**src/rtl/meas_text_writer.sv**
```systemverilog
// Formats latched frequency / amplitude / duty BCD results as fixed-width ASCII
// fields and streams them one character per cycle into the overlay text RAM.
module meas_text_writer #(
  parameter logic [7:0] FREQ_BASE = 8'd0,
  parameter logic [7:0] AMP_BASE  = 8'd16,
  parameter logic [7:0] DUTY_BASE = 8'd32
) (
  input  logic        clk,
  input  logic        rst_n,
  input  logic [23:0] freq_bcd,
  input  logic        freq_valid,
  input  logic [15:0] amp_bcd,
  input  logic        amp_valid,
  input  logic [15:0] duty_bcd,
  input  logic        duty_valid,
  output logic        txt_we,
  output logic [7:0]  txt_addr,
  output logic [7:0]  txt_data,
  input  logic        txt_ready,
  output logic        busy,
  output logic        field_done,
  output logic [1:0]  field_id
);
  localparam logic [1:0] S_IDLE = 2'd0;
  localparam logic [1:0] S_EMIT = 2'd1;
  localparam logic [1:0] S_DONE = 2'd2;

  localparam logic [7:0] SP = 8'h20;

  logic [1:0]  state_q, state_d;
  logic [23:0] freq_sh_q, freq_sh_d;
  logic [15:0] amp_sh_q, amp_sh_d;
  logic [15:0] duty_sh_q, duty_sh_d;
  logic [2:0]  dirty_q, dirty_d;
  logic [23:0] work_q, work_d;
  logic [1:0]  sel_q, sel_d;
  logic [3:0]  idx_q, idx_d;

  logic [7:0]  ch;
  logic [7:0]  base;
  logic [3:0]  last;
  logic [4:0]  fz;
  logic        emit;

  function automatic logic [7:0] dig(input logic [3:0] n);
    return (n > 4'd9) ? 8'h3F : (8'h30 + {4'd0, n});
  endfunction

  // fz[i]: frequency digits d5..d(5-i) are all zero, so position i is blanked
  always_comb begin
    fz[0] = (work_q[23:20] == 4'd0);
    fz[1] = fz[0] && (work_q[19:16] == 4'd0);
    fz[2] = fz[1] && (work_q[15:12] == 4'd0);
    fz[3] = fz[2] && (work_q[11:8]  == 4'd0);
    fz[4] = fz[3] && (work_q[7:4]   == 4'd0);
  end

  always_comb begin
    ch   = SP;
    base = 8'd0;
    last = 4'd0;
    case (sel_q)
      2'd0: begin
        base = FREQ_BASE;
        last = 4'd8;
        case (idx_q)
          4'd0:    ch = fz[0] ? SP : dig(work_q[23:20]);
          4'd1:    ch = fz[1] ? SP : dig(work_q[19:16]);
          4'd2:    ch = fz[2] ? SP : dig(work_q[15:12]);
          4'd3:    ch = fz[3] ? SP : dig(work_q[11:8]);
          4'd4:    ch = fz[4] ? SP : dig(work_q[7:4]);
          4'd5:    ch = dig(work_q[3:0]);
          4'd6:    ch = SP;
          4'd7:    ch = 8'h48;
          default: ch = 8'h7A;
        endcase
      end
      2'd1: begin
        base = AMP_BASE;
        last = 4'd5;
        case (idx_q)
          4'd0:    ch = dig(work_q[15:12]);
          4'd1:    ch = 8'h2E;
          4'd2:    ch = dig(work_q[11:8]);
          4'd3:    ch = dig(work_q[7:4]);
          4'd4:    ch = dig(work_q[3:0]);
          default: ch = 8'h56;
        endcase
      end
      2'd2: begin
        base = DUTY_BASE;
        last = 4'd3;
        // a nonzero overflow digit replaces the whole reading with dashes
        if (idx_q == 4'd3)                 ch = 8'h25;
        else if (work_q[15:12] != 4'd0)    ch = 8'h2D;
        else begin
          case (idx_q)
            4'd0:    ch = (work_q[11:8] == 4'd0) ? SP : dig(work_q[11:8]);
            4'd1:    ch = (work_q[11:4] == 8'd0) ? SP : dig(work_q[7:4]);
            default: ch = dig(work_q[3:0]);
          endcase
        end
      end
      default: ;
    endcase
  end

  assign emit       = (state_q == S_EMIT);
  assign txt_we     = emit;
  assign txt_addr   = emit ? (base + {4'd0, idx_q}) : 8'd0;
  assign txt_data   = emit ? ch : 8'd0;
  assign busy       = (state_q != S_IDLE);
  assign field_done = (state_q == S_DONE);
  assign field_id   = (state_q == S_DONE) ? sel_q : 2'd0;

  always_comb begin
    state_d   = state_q;
    freq_sh_d = freq_valid ? freq_bcd : freq_sh_q;
    amp_sh_d  = amp_valid  ? amp_bcd  : amp_sh_q;
    duty_sh_d = duty_valid ? duty_bcd : duty_sh_q;
    dirty_d   = dirty_q;
    work_d    = work_q;
    sel_d     = sel_q;
    idx_d     = idx_q;
    case (state_q)
      S_IDLE: begin
        if (dirty_q != 3'b000) begin
          state_d = S_EMIT;
          idx_d   = 4'd0;
          if (dirty_q[0]) begin
            sel_d = 2'd0; work_d = freq_sh_q; dirty_d[0] = 1'b0;
          end else if (dirty_q[1]) begin
            sel_d = 2'd1; work_d = {8'd0, amp_sh_q}; dirty_d[1] = 1'b0;
          end else begin
            sel_d = 2'd2; work_d = {8'd0, duty_sh_q}; dirty_d[2] = 1'b0;
          end
        end
      end
      S_EMIT: begin
        if (txt_ready) begin
          idx_d = idx_q + 4'd1;
          if (idx_q == last) state_d = S_DONE;
        end
      end
      default: state_d = S_IDLE;
    endcase
    // a new result always wins over the clear that selection applies
    if (freq_valid) dirty_d[0] = 1'b1;
    if (amp_valid)  dirty_d[1] = 1'b1;
    if (duty_valid) dirty_d[2] = 1'b1;
  end

  always_ff @(posedge clk or negedge rst_n) begin
    if (!rst_n) begin
      state_q   <= S_IDLE;
      freq_sh_q <= '0;
      amp_sh_q  <= '0;
      duty_sh_q <= '0;
      dirty_q   <= 3'b111;
      work_q    <= '0;
      sel_q     <= 2'd0;
      idx_q     <= 4'd0;
    end else begin
      state_q   <= state_d;
      freq_sh_q <= freq_sh_d;
      amp_sh_q  <= amp_sh_d;
      duty_sh_q <= duty_sh_d;
      dirty_q   <= dirty_d;
      work_q    <= work_d;
      sel_q     <= sel_d;
      idx_q     <= idx_d;
    end
  end
endmodule
```
**config.mk**
```make
export PLATFORM = sky130hd
export DESIGN_NAME = meas_text_writer
export DESIGN_NICKNAME = d
export VERILOG_FILES = /design/src/rtl/meas_text_writer.sv
export SDC_FILE = /design/constraint.sdc
export NUM_CORES = 1
export LEC_CHECK = 0
export ABC_AREA = 1
export BUFFER_PORTS_ARGS = -buffer_cell sky130_fd_sc_hd__buf_2
export CAP_MARGIN = 25
export CORE_ASPECT_RATIO = 1.25
export CORE_MARGIN = 10
export CORE_UTILIZATION = 63
export CTS_BUF_LIST = sky130_fd_sc_hd__clkbuf_2 sky130_fd_sc_hd__clkbuf_4 sky130_fd_sc_hd__clkbuf_8
export CTS_CLUSTER_DIAMETER = 30
export DETAILED_ROUTE_END_ITERATION = 10
export PLACE_DENSITY_LB_ADDON = 0.15
export SLEW_MARGIN = 20
export SYNTH_ARGS = -nofsm -noshare
export SYNTH_HDL_FRONTEND = slang
export SYNTH_SLANG_ARGS = --single-unit
```
**constraint.sdc**
```tcl
create_clock -name clk -period 4.8 [get_ports clk]
set_input_delay 0.48 -clock clk [delete_from_list [all_inputs] [get_ports clk]]
set_output_delay 0.48 -clock clk [all_outputs]
set_load 0.005 [all_outputs]
```
# [Word level (Yosys, flattened, before mapping)]
# Cells that the tools add are included.
[word_totals] register_bits=91 out_inout_bits=21 wordCells=113
[classes] order_cmp=6 muxes=42 addsub=8 n_reduce_logical=29 eq_ne=18
[ops] op="$mux 7" n=12
[ops] op="$pmux 8 s8" n=1
[ops] op="$add 6x4->7 const A" n=6
[ops] op="$mux 8" n=5
[ops] op="$pmux 7 s5" n=1
[ops] op="$gt 4x4->1 const B" n=6
[ops] op="$logic_not 4->1" n=6
[ops] op="$mux 24" n=1
[ops] op="$pmux 8 s3" n=1
[ops] op="$eq 4x3->1 const B" n=4
[ops] op="$mux 16" n=1
[ops] op="$reduce_bool 2->1" n=8
[ops] op="$mux 2" n=7
[ops] op="$pmux 7 s2" n=1
[ops] op="$pmux 4 s3" n=1
[ops] op="$pmux 6 s2" n=1
[ops] op="$ne 2x2->1 const B" n=5
[ops] op="$reduce_and 3->1" n=3
[ops] op="$add 8x4->8" n=1
[ops] op="$eq 4x2->1 const B" n=2
[ops] op="$logic_not 8->1" n=1
[ops] op="$mux 4" n=2
[ops] op="$pmux 4 s2" n=1
[ops] op="$mux 3" n=2
[ops] op="other kinds (14)" n=24

# [Longest topological paths before layout]
[logic_depth] ltp_word=9 mapped_depth=13 mapped_depth_nobuf=13

# [Least setup slack after synthesis]
# OpenSTA, ideal clock, no wires.
[synth_path] path_type="reg2out" startpoint="register idx_q[0]" endpoint="output port txt_data[3]" t_arrival_ns=1.505 path_stages_with_launch=12 slack_ns=2.815 required_time_ns=4.320 cell_sequence="dfrtp_1 inv_1 ha_1 o21ai_0 nand3_1 nor2_2 inv_2 nand3_1 nand2_1 nand3_1 nand2_1 inv_1"
[synth_between] elab_chain_cells=6
[synth_rtl] item="start: declaration" line_no="37" rtl="logic [3:0] idx_q, idx_d;"
[synth_rtl] item="start signal: assignment" line_no="171" rtl="idx_q <= idx_d;"
[synth_rtl] item="$eq 4x1->1 / $logic_not 4->1 (equally long branches)" line_no="66, 81, 97"
[synth_rtl] item="$pmux 7 s2" line_no="97" rtl="case (idx_q)"
[synth_rtl] item="$mux 7" line_no="95" rtl="else if (work_q[15:12] != 4'd0) ch = 8'h2D;"
[synth_rtl] item="$mux 7" line_no="94" rtl="if (idx_q == 4'd3) ch = 8'h25;"
[synth_rtl] item="$pmux 8 s3 (*)" line_no="62" rtl="case (sel_q)"
[synth_rtl] item="$mux 8 (*)" line_no="111" rtl="assign txt_data = emit ? ch : 8'd0;"
[synth_rtl] item="end: declaration" line_no="18" rtl="output logic [7:0] txt_data,"
# Mark *: on every way between the ends. The rest lies on a longest branch, timed or not.

# [Worst setup path in the final report]
[layout_path] startpoint="register dirty_q[0]" endpoint="register work_q[9]"
[layout_between] elab_chain_cells=2
[layout_rtl] item="start: declaration" line_no="34" rtl="logic [2:0] dirty_q, dirty_d;"
[layout_rtl] item="start signal: assignment" line_no="168" rtl="dirty_q <= dirty_d;"
[layout_rtl] item="$reduce_bool 3->1" line_no="127" rtl="if (dirty_q != 3'b000) begin"
[layout_rtl] item="$reduce_and 2->1 (no line)"
[layout_rtl] item="end signal: assignment" line_no="169" rtl="work_q <= work_d;"
[layout_rtl] item="end: declaration" line_no="35" rtl="logic [23:0] work_q, work_d;"
# Several ways; a longest one is shown, not always the timed one.
# A chain may end at the register's enable or synchronous reset.

==> impl_metrics.ini <==
[run_status]
status = completed

[setup_path]
path_cells = inv_2 > nand2_1 > nor2_1 > nor2_4 > nand2_1 > o221ai_1
worstSetupPathType = register to register
ff2ff_path_depth = 6
arrival_ps = 3050
crit_required_ps = 5060
critical_path.endpoint = work_q[9]
r2r-start = dirty_q[0]
crit_fanout = 46
rrSetupSlack_ps = 2020
cpLargestDelayFamily = simple AND/OR/NAND/NOR gates
endpoint_kind = register
crit_path_frequent_cell = nand2_1
cp-startpoint = dirty_q[0]
r2r_end = work_q[9]
startpoint_type = register
slowest_stage = dfstp_2
path_depth = 6
critPathMaxStageDelay_ps = 790
crit_buf_inv = 1

[placement]
preCtsSetupSlack_ps = 2080
portBuffers = 79
hpwl_mm = 10.2
dp_cells = 793
gp_congestion = 0.982

[clock_network]
cts_tree = yes
ctsResizeCount = 0
cts_made_buffers = 9
cts_hold_buffers = 0
clk_latency_ps = 360
clockRootBuffer = clkbuf_8
clockBufferDepth = 2
clkSinkCount = 91
htree_levels = 3
cts_setup_buffers = 0
path_clk_slew_ps = 80

[global_routing]
grt_max_degree = 58
grt_pass1_wl_mm = 21.7
use_met1 = 0.249
grt_use_total = 0.224
grt.overflow.total = 0
busiest_layer = met2
antenna_found_initial = 0
use_met3 = 0.0429
grtUsageMet2 = 0.397
first_global_vias = 4576

[timing]
fmax_mhz = 359
slew_headroom = 0.449
setup_slack_ps = 2020
setup_viol = 0
tightestPinTransition_ps = 824
hold_ws_ps = 65.2
finalCritPeriodShare = 0.580
grt_setup_unrepaired = no
finalHoldViolCount = 0
totalNegativeSetupSlack_ps = 0
fin_crit_ps = 2780
finalClockSkew_ps = 7.68
drv_slew = 0

[pwr]
p_per_area_nw_per_um2 = 553
p_leak_uw = 0.00291
p_total_uw = 3060
ir_drop_uv = 369

[synth]
synth-seq-cells = 91
postSynthCellCount = 643
async_reset_ff_frac = 1.00
yosysTopAreaCell = dfrtp_1
synthTopCellsByArea = dfrtp_1 (46%), nand2_1 (17%), o21ai_0 (7.5%)
synth_top_cell_area_share = 0.455
synth_edf_count = 0
ys.flop_type = dfrtp_1
syn_avg_cell_area_sq_um = 7.53
syn-cell-area_sq_um = 4840
yosys_warnings = 0
synth_cell_type_count = 36
yosysSeqAreaShare = 0.471

[flow_run]
max_cap_violations = 0

[detailed_routing]
dr.first_iter.drc_count = 302
drc = 0
routed_wl_mm = 13.0
antenna_left = 0
post_drt_wl_per_cell_um = 16.0
viasPerCell = 5.57
vias = 4504
firstDrtPassIters = 6

[floorplan]
start_util = 0.650
dieWidth_um = 98.4
dieArea_sq_um = 11600
die_y_um = 118
rows = 35
io_pins = 83
core_sq_um = 7440

[finish]
num-fill-cells = 578
nNetsFinal = 783
area_delta_synth_final_pct = 14.2
stdcell_count = 809
layout-drive-gt1-share = 0.166
diodes = 0

[hold_path]
holdCritPathClass = input pin to asynchronous set/reset pin
[report_power, final]
group          switching, uW  internal, uW  total, uW
Clock                    254           372        626
Combinational            922           448       1370
Sequential               134           926       1060
[kinds of logic after synthesis]
logic type,synth area share
buffers and inverters,0.0928
other,0.000775
AND/OR/NAND/NOR,0.256
AO/OA/AOI/OAI,0.149
adder cells (fa/ha/maj),0.0233
XOR/XNOR,0.00724
flip-flops,0.471
[final cells by class]
| type | instances | area (sq um) | area share |
|---|---|---|---|
| multi-input combinational | 441 | 2120 | 0.383 |
| clock inverter | 4 | 97.6 | 0.0177 |
| sequential | 91 | 2280 | 0.413 |
| inverter | 89 | 337 | 0.0609 |
| timing repair buffer | 80 | 425 | 0.0770 |
| clock buffer | 12 | 153 | 0.0276 |
| tap | 92 | 115 | 0.0208 |
[Yosys cell counts (2+ instances only)]
cell        n
nand2_2     4
nand2_1   215
nor2_2      2
a221oi_1    2
a21oi_1    18
dfstp_2     3
nand4_1     8
nor2_1     41
clkbuf_1   14
dfrtp_1    88
o21ai_1     2
o221ai_1   13
o21ai_0    73
o22ai_1     8
xnor2_1     4
buf_2       6
nand2_4     2
nor2_4      4
o211ai_1    2
ha_1        9
inv_1      81
nand3_1    20
buf_4       4
inv_2       6
nor3_1      3
[cells in the final DEF, fill, tap and decap left out, types with 2 or more instances in the layout]
cell type / n
nand4_1: 8
dfrtp_1: 88
clkbuf_8: 10
bufinv_16: 3
o21ai_0: 73
clkbuf_4: 2
o211ai_1: 2
nor2_4: 4
dfstp_2: 3
a221oi_1: 2
buf_2: 78
o22ai_1: 8
inv_1: 81
inv_2: 6
nand2_2: 4
nor2_2: 2
conb_1: 3
nand2_1: 215
o221ai_1: 13
nor2_1: 41
nand3_1: 20
nor3_1: 3
nand2_4: 2
xnor2_1: 4
a21oi_1: 18
o21ai_1: 2
ha_1: 9
[metrics by stage]
| step | utilization | cell area (sq um) |
|---|---|---|
| 3_5_place_dp | 0.709 | 5280 |
| 2_1_floorplan | - | 4850 |
| 3_3_place_gp | 0.705 | 5250 |
| 5_1_grt | 0.742 | 5530 |
| 6_report | 0.742 | 5530 |
| 4_1_cts | 0.742 | 5530 |
[per-layer routing]
layer,wire length (um),share of wire
met1,5060,0.39
met2,6780,0.52
met3,713,0.055
met4,419,0.032
met5,0,0
[flip-flops by register name, summed over array words and instances (netlist names)]
name,flops
freq_sh_q,24
sel_q,2
duty_sh_q,16
amp_sh_q,16
work_q,24
state_q,2
idx_q,4
dirty_q,3
[worst min-delay path by stage]
stage / startpoint / endpoint / slack, ps
final: rst_n / freq_sh_q[1] / 70
after global routing: rst_n / duty_sh_q[2] / 90
after CTS: rst_n / freq_sh_q[3] / 70
after detailed placement: rst_n / freq_sh_q[3] / 460
after global placement: freq_sh_q[6] / freq_sh_q[6] / 460
after floorplan: rst_n / amp_sh_q[0] / 180
Note: power is estimated with default switching activity, not from simulation.
